## config.mk

```make
export PLATFORM = sky130hd
export DESIGN_NAME = rtc_bus_arbiter
export DESIGN_NICKNAME = d
export VERILOG_FILES = /design/src/rtl/rtc_bus_arbiter_pkg.sv /design/src/rtl/rtc_arb_pick.sv /design/src/rtl/rtc_bus_arbiter.sv
export SDC_FILE = /design/constraint.sdc
export NUM_CORES = 1
export LEC_CHECK = 0
export BUFFER_PORTS_ARGS = -buffer_cell sky130_fd_sc_hd__buf_2
export CAP_MARGIN = 20
export CORE_MARGIN = 10
export CORE_UTILIZATION = 47
export DETAILED_ROUTE_END_ITERATION = 7
export GPL_TIMING_DRIVEN = 0
export HOLD_SLACK_MARGIN = 0.15
export PLACE_DENSITY = 0.8
export SYNTH_ARGS = -nofsm -noshare
export SYNTH_HDL_FRONTEND = slang
export SYNTH_SLANG_ARGS = --single-unit
```

## constraint.sdc

```tcl
create_clock -name clk -period 2.2 [get_ports clk]
set_clock_uncertainty 0.2 [all_clocks]
set_input_delay 0.33 -clock clk [delete_from_list [all_inputs] [get_ports clk]]
set_output_delay 0.33 -clock clk [all_outputs]
set_load 0.005 [all_outputs]
```

## src/rtl/rtc_bus_arbiter_pkg.sv

```systemverilog
// Shared definitions for the RTC bus arbiter.
//   arb_state_e     : 2-bit FSM state encoding
//   INIT/USR/POLL   : requester index constants
//   TIMEOUT_DEFAULT : default engine wait limit in cycles
package rtc_bus_arbiter_pkg;

  typedef enum logic [1:0] {
    StIdle  = 2'd0,
    StIssue = 2'd1,
    StWait  = 2'd2,
    StResp  = 2'd3
  } arb_state_e;

  localparam logic [1:0] INIT = 2'd0;
  localparam logic [1:0] USR  = 2'd1;
  localparam logic [1:0] POLL = 2'd2;

  localparam int unsigned TIMEOUT_DEFAULT = 255;

endpackage

```

## src/rtl/rtc_arb_pick.sv

```systemverilog
// Combinational winner selection for the RTC bus arbiter.
// Ports:
//   req     : request bits (0 init, 1 user, 2 poll)
//   rr_poll : round-robin pointer, 1 when poll is preferred over user
//   valid   : at least one request is pending
//   idx     : index of the winning requester
module rtc_arb_pick
  import rtc_bus_arbiter_pkg::*;
(
  input  logic [2:0] req,
  input  logic       rr_poll,
  output logic       valid,
  output logic [1:0] idx
);

  always_comb begin
    valid = |req;
    idx   = INIT;
    if (req[INIT]) begin
      idx = INIT;
    end else if (req[USR] && req[POLL]) begin
      // Only a user/poll conflict consults the pointer.
      idx = rr_poll ? POLL : USR;
    end else if (req[USR]) begin
      idx = USR;
    end else if (req[POLL]) begin
      idx = POLL;
    end
  end

endmodule

```

## src/rtl/rtc_bus_arbiter.sv

```systemverilog
// Arbitrates three RTC register requesters (init, user, poll) onto a single
// bus-cycle engine. Init has fixed top priority; user and poll share
// round-robin. Each transfer: IDLE -> ISSUE (start pulse) -> WAIT (done or
// timeout) -> RESP (ack/err pulse) -> IDLE.
// Ports:
//   clk, reset           : clock, asynchronous active-low reset
//   req_i/wr_i           : per-requester request level and direction
//   addr_i/wdata_i       : per-requester address/write data, 8 bits each
//   ack_o/err_o          : one-cycle completion/timeout pulse per requester
//   rdata_o              : data of the last completed read
//   eng_start/wr/addr/wdata : engine command, held from ISSUE through RESP
//   eng_done/eng_rdata   : engine completion and read data
//   busy_o               : high whenever not idle
module rtc_bus_arbiter
  import rtc_bus_arbiter_pkg::*;
#(
  parameter int unsigned TIMEOUT = TIMEOUT_DEFAULT
) (
  input  logic        clk,
  input  logic        reset,
  input  logic [2:0]  req_i,
  input  logic [2:0]  wr_i,
  input  logic [23:0] addr_i,
  input  logic [23:0] wdata_i,
  output logic [2:0]  ack_o,
  output logic [2:0]  err_o,
  output logic [7:0]  rdata_o,
  output logic        eng_start,
  output logic        eng_wr,
  output logic [7:0]  eng_addr,
  output logic [7:0]  eng_wdata,
  input  logic        eng_done,
  input  logic [7:0]  eng_rdata,
  output logic        busy_o
);

  localparam logic [8:0] TimeoutW = 9'(TIMEOUT);

  arb_state_e state_q, state_d;
  logic [1:0] idx_q;
  logic       ok_q;
  logic [7:0] cnt_q;
  logic       rr_poll_q;
  logic [7:0] rdata_q;
  logic       wr_q;
  logic [7:0] addr_q;
  logic [7:0] wdata_q;

  logic       pick_valid;
  logic [1:0] pick_idx;
  logic       sel_wr;
  logic [7:0] sel_addr;
  logic [7:0] sel_wdata;
  logic [8:0] cnt_inc;
  logic       tmo_hit;

  rtc_arb_pick u_pick (
    .req     (req_i),
    .rr_poll (rr_poll_q),
    .valid   (pick_valid),
    .idx     (pick_idx)
  );

  always_comb begin
    sel_wr    = wr_i[0];
    sel_addr  = addr_i[7:0];
    sel_wdata = wdata_i[7:0];
    case (pick_idx)
      USR: begin
        sel_wr    = wr_i[1];
        sel_addr  = addr_i[15:8];
        sel_wdata = wdata_i[15:8];
      end
      POLL: begin
        sel_wr    = wr_i[2];
        sel_addr  = addr_i[23:16];
        sel_wdata = wdata_i[23:16];
      end
      default: ;
    endcase
  end

  // Timeout fires on the cycle whose increment would reach TIMEOUT, so the
  // err pulse lands TIMEOUT+1 cycles after the start pulse.
  assign cnt_inc = {1'b0, cnt_q} + 9'd1;
  assign tmo_hit = (cnt_inc >= TimeoutW);

  always_comb begin
    state_d = state_q;
    case (state_q)
      StIdle:  if (pick_valid) state_d = StIssue;
      StIssue: state_d = StWait;
      StWait:  if (eng_done || tmo_hit) state_d = StResp;
      StResp:  state_d = StIdle;
      default: state_d = StIdle;
    endcase
  end

  always_ff @(posedge clk or negedge reset) begin
    if (!reset) begin
      state_q   <= StIdle;
      idx_q     <= INIT;
      ok_q      <= 1'b0;
      cnt_q     <= 8'h00;
      rr_poll_q <= 1'b0;
      rdata_q   <= 8'h00;
      wr_q      <= 1'b0;
      addr_q    <= 8'h00;
      wdata_q   <= 8'h00;
    end else begin
      state_q <= state_d;
      case (state_q)
        StIdle: begin
          if (pick_valid) begin
            idx_q   <= pick_idx;
            wr_q    <= sel_wr;
            addr_q  <= sel_addr;
            wdata_q <= sel_wdata;
          end
        end
        StIssue: cnt_q <= 8'h00;
        StWait: begin
          if (cnt_q != 8'hFF) cnt_q <= cnt_inc[7:0];
          // Done takes precedence over a simultaneous timeout.
          if (eng_done) begin
            ok_q <= 1'b1;
            if (!wr_q) rdata_q <= eng_rdata;
          end else if (tmo_hit) begin
            ok_q <= 1'b0;
          end
        end
        StResp: begin
          // Hand preference to the other of user/poll once a grant completes.
          if (idx_q != INIT) rr_poll_q <= (idx_q == USR);
        end
        default: ;
      endcase
    end
  end

  always_comb begin
    ack_o = 3'b000;
    err_o = 3'b000;
    if (state_q == StResp) begin
      if (ok_q) ack_o = 3'b001 << idx_q;
      else      err_o = 3'b001 << idx_q;
    end
  end

  assign eng_start = (state_q == StIssue);
  assign busy_o    = (state_q != StIdle);
  assign eng_wr    = wr_q;
  assign eng_addr  = addr_q;
  assign eng_wdata = wdata_q;
  assign rdata_o   = rdata_q;

endmodule
```

==> metrics.cfg <==
[detailed_routing]
drtAntennaViolNets = 0
wirelength_microns = 6736
drc = 0
routed-via-count = 2226
drt-pass1-iter-count = 4
drtIter0Drc = 115
viasPerCell = 5.325
wl_per_cell_microns = 16.11

[clocking]
cts_tree = yes
insertion_delay_ps = 300
clock_path_buffers = 2
root_buffer = clkbuf_8
htreeDepth = 2
cts_num_sinks = 39
cts_buffers = 5
clkSlewWorstSetupHoldPaths_ps = 80

[worst_setup_path]
worst_ep_required_time_ps = 2180
cp.arrival_ps = 2060
critPathKind = reg2reg
endpoint_kind = flip-flop
crit_fanout = 6
cp-start-kind = flip-flop

[global_route]
grt_max_degree = 40
grt_pass1_wl_microns = 11190
grt_antenna_before_repair = 0
grt_pass1_vias = 2319
overflow = 0
grt_usage_pct = 18.08

[power]
p_leak_nw = 1.454
vdd_ir_drop_max_mv = 0.4608
p_per_area_nw_per_um2 = 1015

[finish]
fin_area_sq_um = 3057
fillers = 358
post-route-util_pct = 69.72
final_nets = 438
diodes = 0
multi_input_area_sq_um = 1111
regArea_sq_um = 978.4
drive_gt1_share_pct = 36.34
area_growth_pct = 41.95

[status]
status = complete, no violations

[floorplanning]
die_w_microns = 87.69
fp-row-count = 24
die_h_microns = 87.69
dieArea_sq_um = 7689
ios = 98
start_util_pct = 49.12
core_sq_um = 4384

[logic_synthesis]
yosysWarnings = 0
synth_seq_cells = 39
syn_nets = 314
seq_area_frac_synth_pct = 45.32
ys_types = 35
synth_area_sq_um = 2153
syn_avg_cell_area_sq_um = 8.935
synth_cells = 241

[timing]
maxSlewViolCount = 0
min_period_ps = 2080
setup_viol = 0
relSlewSlack_pct = 44.44
timing.final.crit_share_pct = 94.54
rsz0062_at_grt = yes
worst_slew_pin_slew_ps = 833.5
fin_ws_ps = 120.2
hold_viol = 0
max_freq_mhz = 480.8

[placed_design]
postPlaceCellArea_sq_um = 2704
detailed_place_hpwl_microns = 5105
portBuffers = 97
dpl_worst_slack_ps = -138.2
place_congestion = 0.8620

[min_path]
hold_path.class = in2reg

[run]
cap_violations = 0

==> registers in the layout (all words and copies together), names as in the netlist <==
name / count
eng_addr: 8
eng_wdata: 8
ok_q: 1
idx_q: 2
cnt_q: 8
eng_wr: 1
rdata_o: 8
rr_poll_q: 1
state_q: 2
==> repair_timing <==
| item | CTS | global route |
|---|---|---|
| resized for setup | 6 | 18 |
| setup buffers | 0 | 0 |
| setup endpoints to repair | 18 | 27 |
| hold endpoints to repair | 61 | 0 |
| hold buffers | 23 | 0 |
| pin swaps | 0 | 2 |
==> final cells by class <==
| class | instances | area share (%) |
|---|---|---|
| sequential | 39 | 32.01 |
| inverter | 8 | 0.9824 |
| multi-input combinational | 179 | 36.35 |
| clock inverter | 1 | 0.2865 |
| tap | 52 | 2.129 |
| clock buffer | 7 | 2.824 |
| buffer | 12 | 2.006 |
| timing repair buffer | 120 | 23.41 |
==> final timing paths <==
| path | start | endpoint | slack, ps | cells past startpoint |
|---|---|---|---|---|
| worst min-delay path | wdata_i[1] | eng_wdata[1]$_DFFE_PN0P_ | 150 | 3 |
| worst max-delay path | cnt_q[1]$_DFFE_PN0P_ | ok_q$_DFFE_PN0P_ | 120 | 6 |
| worst min register to register | eng_addr[7]$_DFFE_PN0P_ | eng_addr[7]$_DFFE_PN0P_ | 280 | 2 |
| worst max register to register | cnt_q[1]$_DFFE_PN0P_ | ok_q$_DFFE_PN0P_ | 120 | 6 |
| min in group asynchronous | reset | ok_q$_DFFE_PN0P_ | 480 | 2 |
| max in group asynchronous | reset | cnt_q[0]$_DFFE_PN0P_ | 760 | 2 |
==> metrics by stage <==
stage	TNS, ps	std cells	hold slack (ps)	total power [mW]
global placement	-362.9	390	257.8	2.483
global route	-12.78	418	186.5	3.370
floorplan	0	241	-165.6	1.976
detailed placement	-1104	390	265.8	2.540
finish	0	418	153.1	3.103
CTS	0	421	155.8	3.089
==> placed cells by master, fill, tap and decap left out, types with 6 or more instances in the layout <==
cell	synthesis	routed
a21oi_1	23	23
a22oi_1	17	17
buf_2	0	98
clkbuf_2	0	6
clkbuf_8	0	6
dfrtp_1	39	37
dlygate4sd3_1	0	23
mux2_2	9	9
nand2_1	28	28
nand2b_1	7	7
nor2_1	25	25
o21ai_0	23	23
==> where the power goes <==
group	switching [mW]	leakage, nW	internal, mW	total (mW)
clock network	0.255	0.0484	0.257	0.512
logic	0.756	0.917	0.636	1.39
registers	0.196	0.488	1.00	1.20
total	1.21	1.45	1.90	3.10
==> critical path, cell delays in order, from the launching register on <==
cell and delay (ps):
dfrtp_2 440, ha_4 190, nand4_1 140, or3_1 350, a211oi_2 300, nand2_1 120
a31o_1 230
==> Yosys cell counts <==
| library cell | n | area (sq um) |
|---|---|---|
| a211oi_2 | 1 | 12.51 |
| mux2_2 | 9 | 101.4 |
| nand2b_1 | 7 | 43.79 |
| nand4_1 | 2 | 12.51 |
| a31o_1 | 1 | 8.760 |
| o22ai_1 | 2 | 12.51 |
| or3_1 | 1 | 6.260 |
| nand3b_1 | 3 | 22.52 |
| ha_1 | 8 | 100.1 |
| a21oi_1 | 23 | 115.1 |
| inv_2 | 1 | 3.750 |
| and4_1 | 1 | 8.760 |
| o211ai_1 | 1 | 7.510 |
| buf_4 | 1 | 7.510 |
| clkbuf_1 | 14 | 52.55 |
| or4b_2 | 1 | 10.01 |
| a41oi_1 | 3 | 26.28 |
| o2111ai_1 | 1 | 8.760 |
| a211oi_1 | 1 | 7.510 |
| a31oi_1 | 2 | 12.51 |
| a311oi_1 | 2 | 17.52 |
| xnor2_1 | 1 | 8.760 |
| a2111o_1 | 1 | 11.26 |
| nor3_1 | 5 | 25.02 |
| and2_1 | 1 | 6.260 |
| a22oi_1 | 17 | 127.6 |
| nand3_1 | 5 | 25.02 |
| and4b_1 | 1 | 10.01 |
| nor2_1 | 25 | 93.84 |
| o21ai_0 | 23 | 115.1 |
| nand2_1 | 28 | 105.1 |
| xor2_1 | 2 | 17.52 |
| o31ai_1 | 1 | 7.510 |
| dfrtp_1 | 39 | 975.9 |
| inv_1 | 7 | 26.28 |
==> kinds of logic after synthesis <==
logic type | share of synthesized area, %
AO/OA/AOI/OAI | 22.78
XOR/XNOR | 1.220
AND/OR/NAND/NOR | 17.14
multiplexers | 4.707
adder cells (fa/ha/maj) | 4.649
buffers and inverters | 4.184
flip-flops | 45.32
==> layer usage <==
metal | part of all wire [%] | up-vias | global-route usage [%]
met5 | 0 | - | 0
met4 | 1.0 | 0 | 4.783
met3 | 10 | 7 | 9.564
met2 | 48 | 84 | 29.37
met1 | 40 | 1021 | 20.34
li1 | - | 1114 | -
Note: power is estimated with default switching activity, not from simulation.
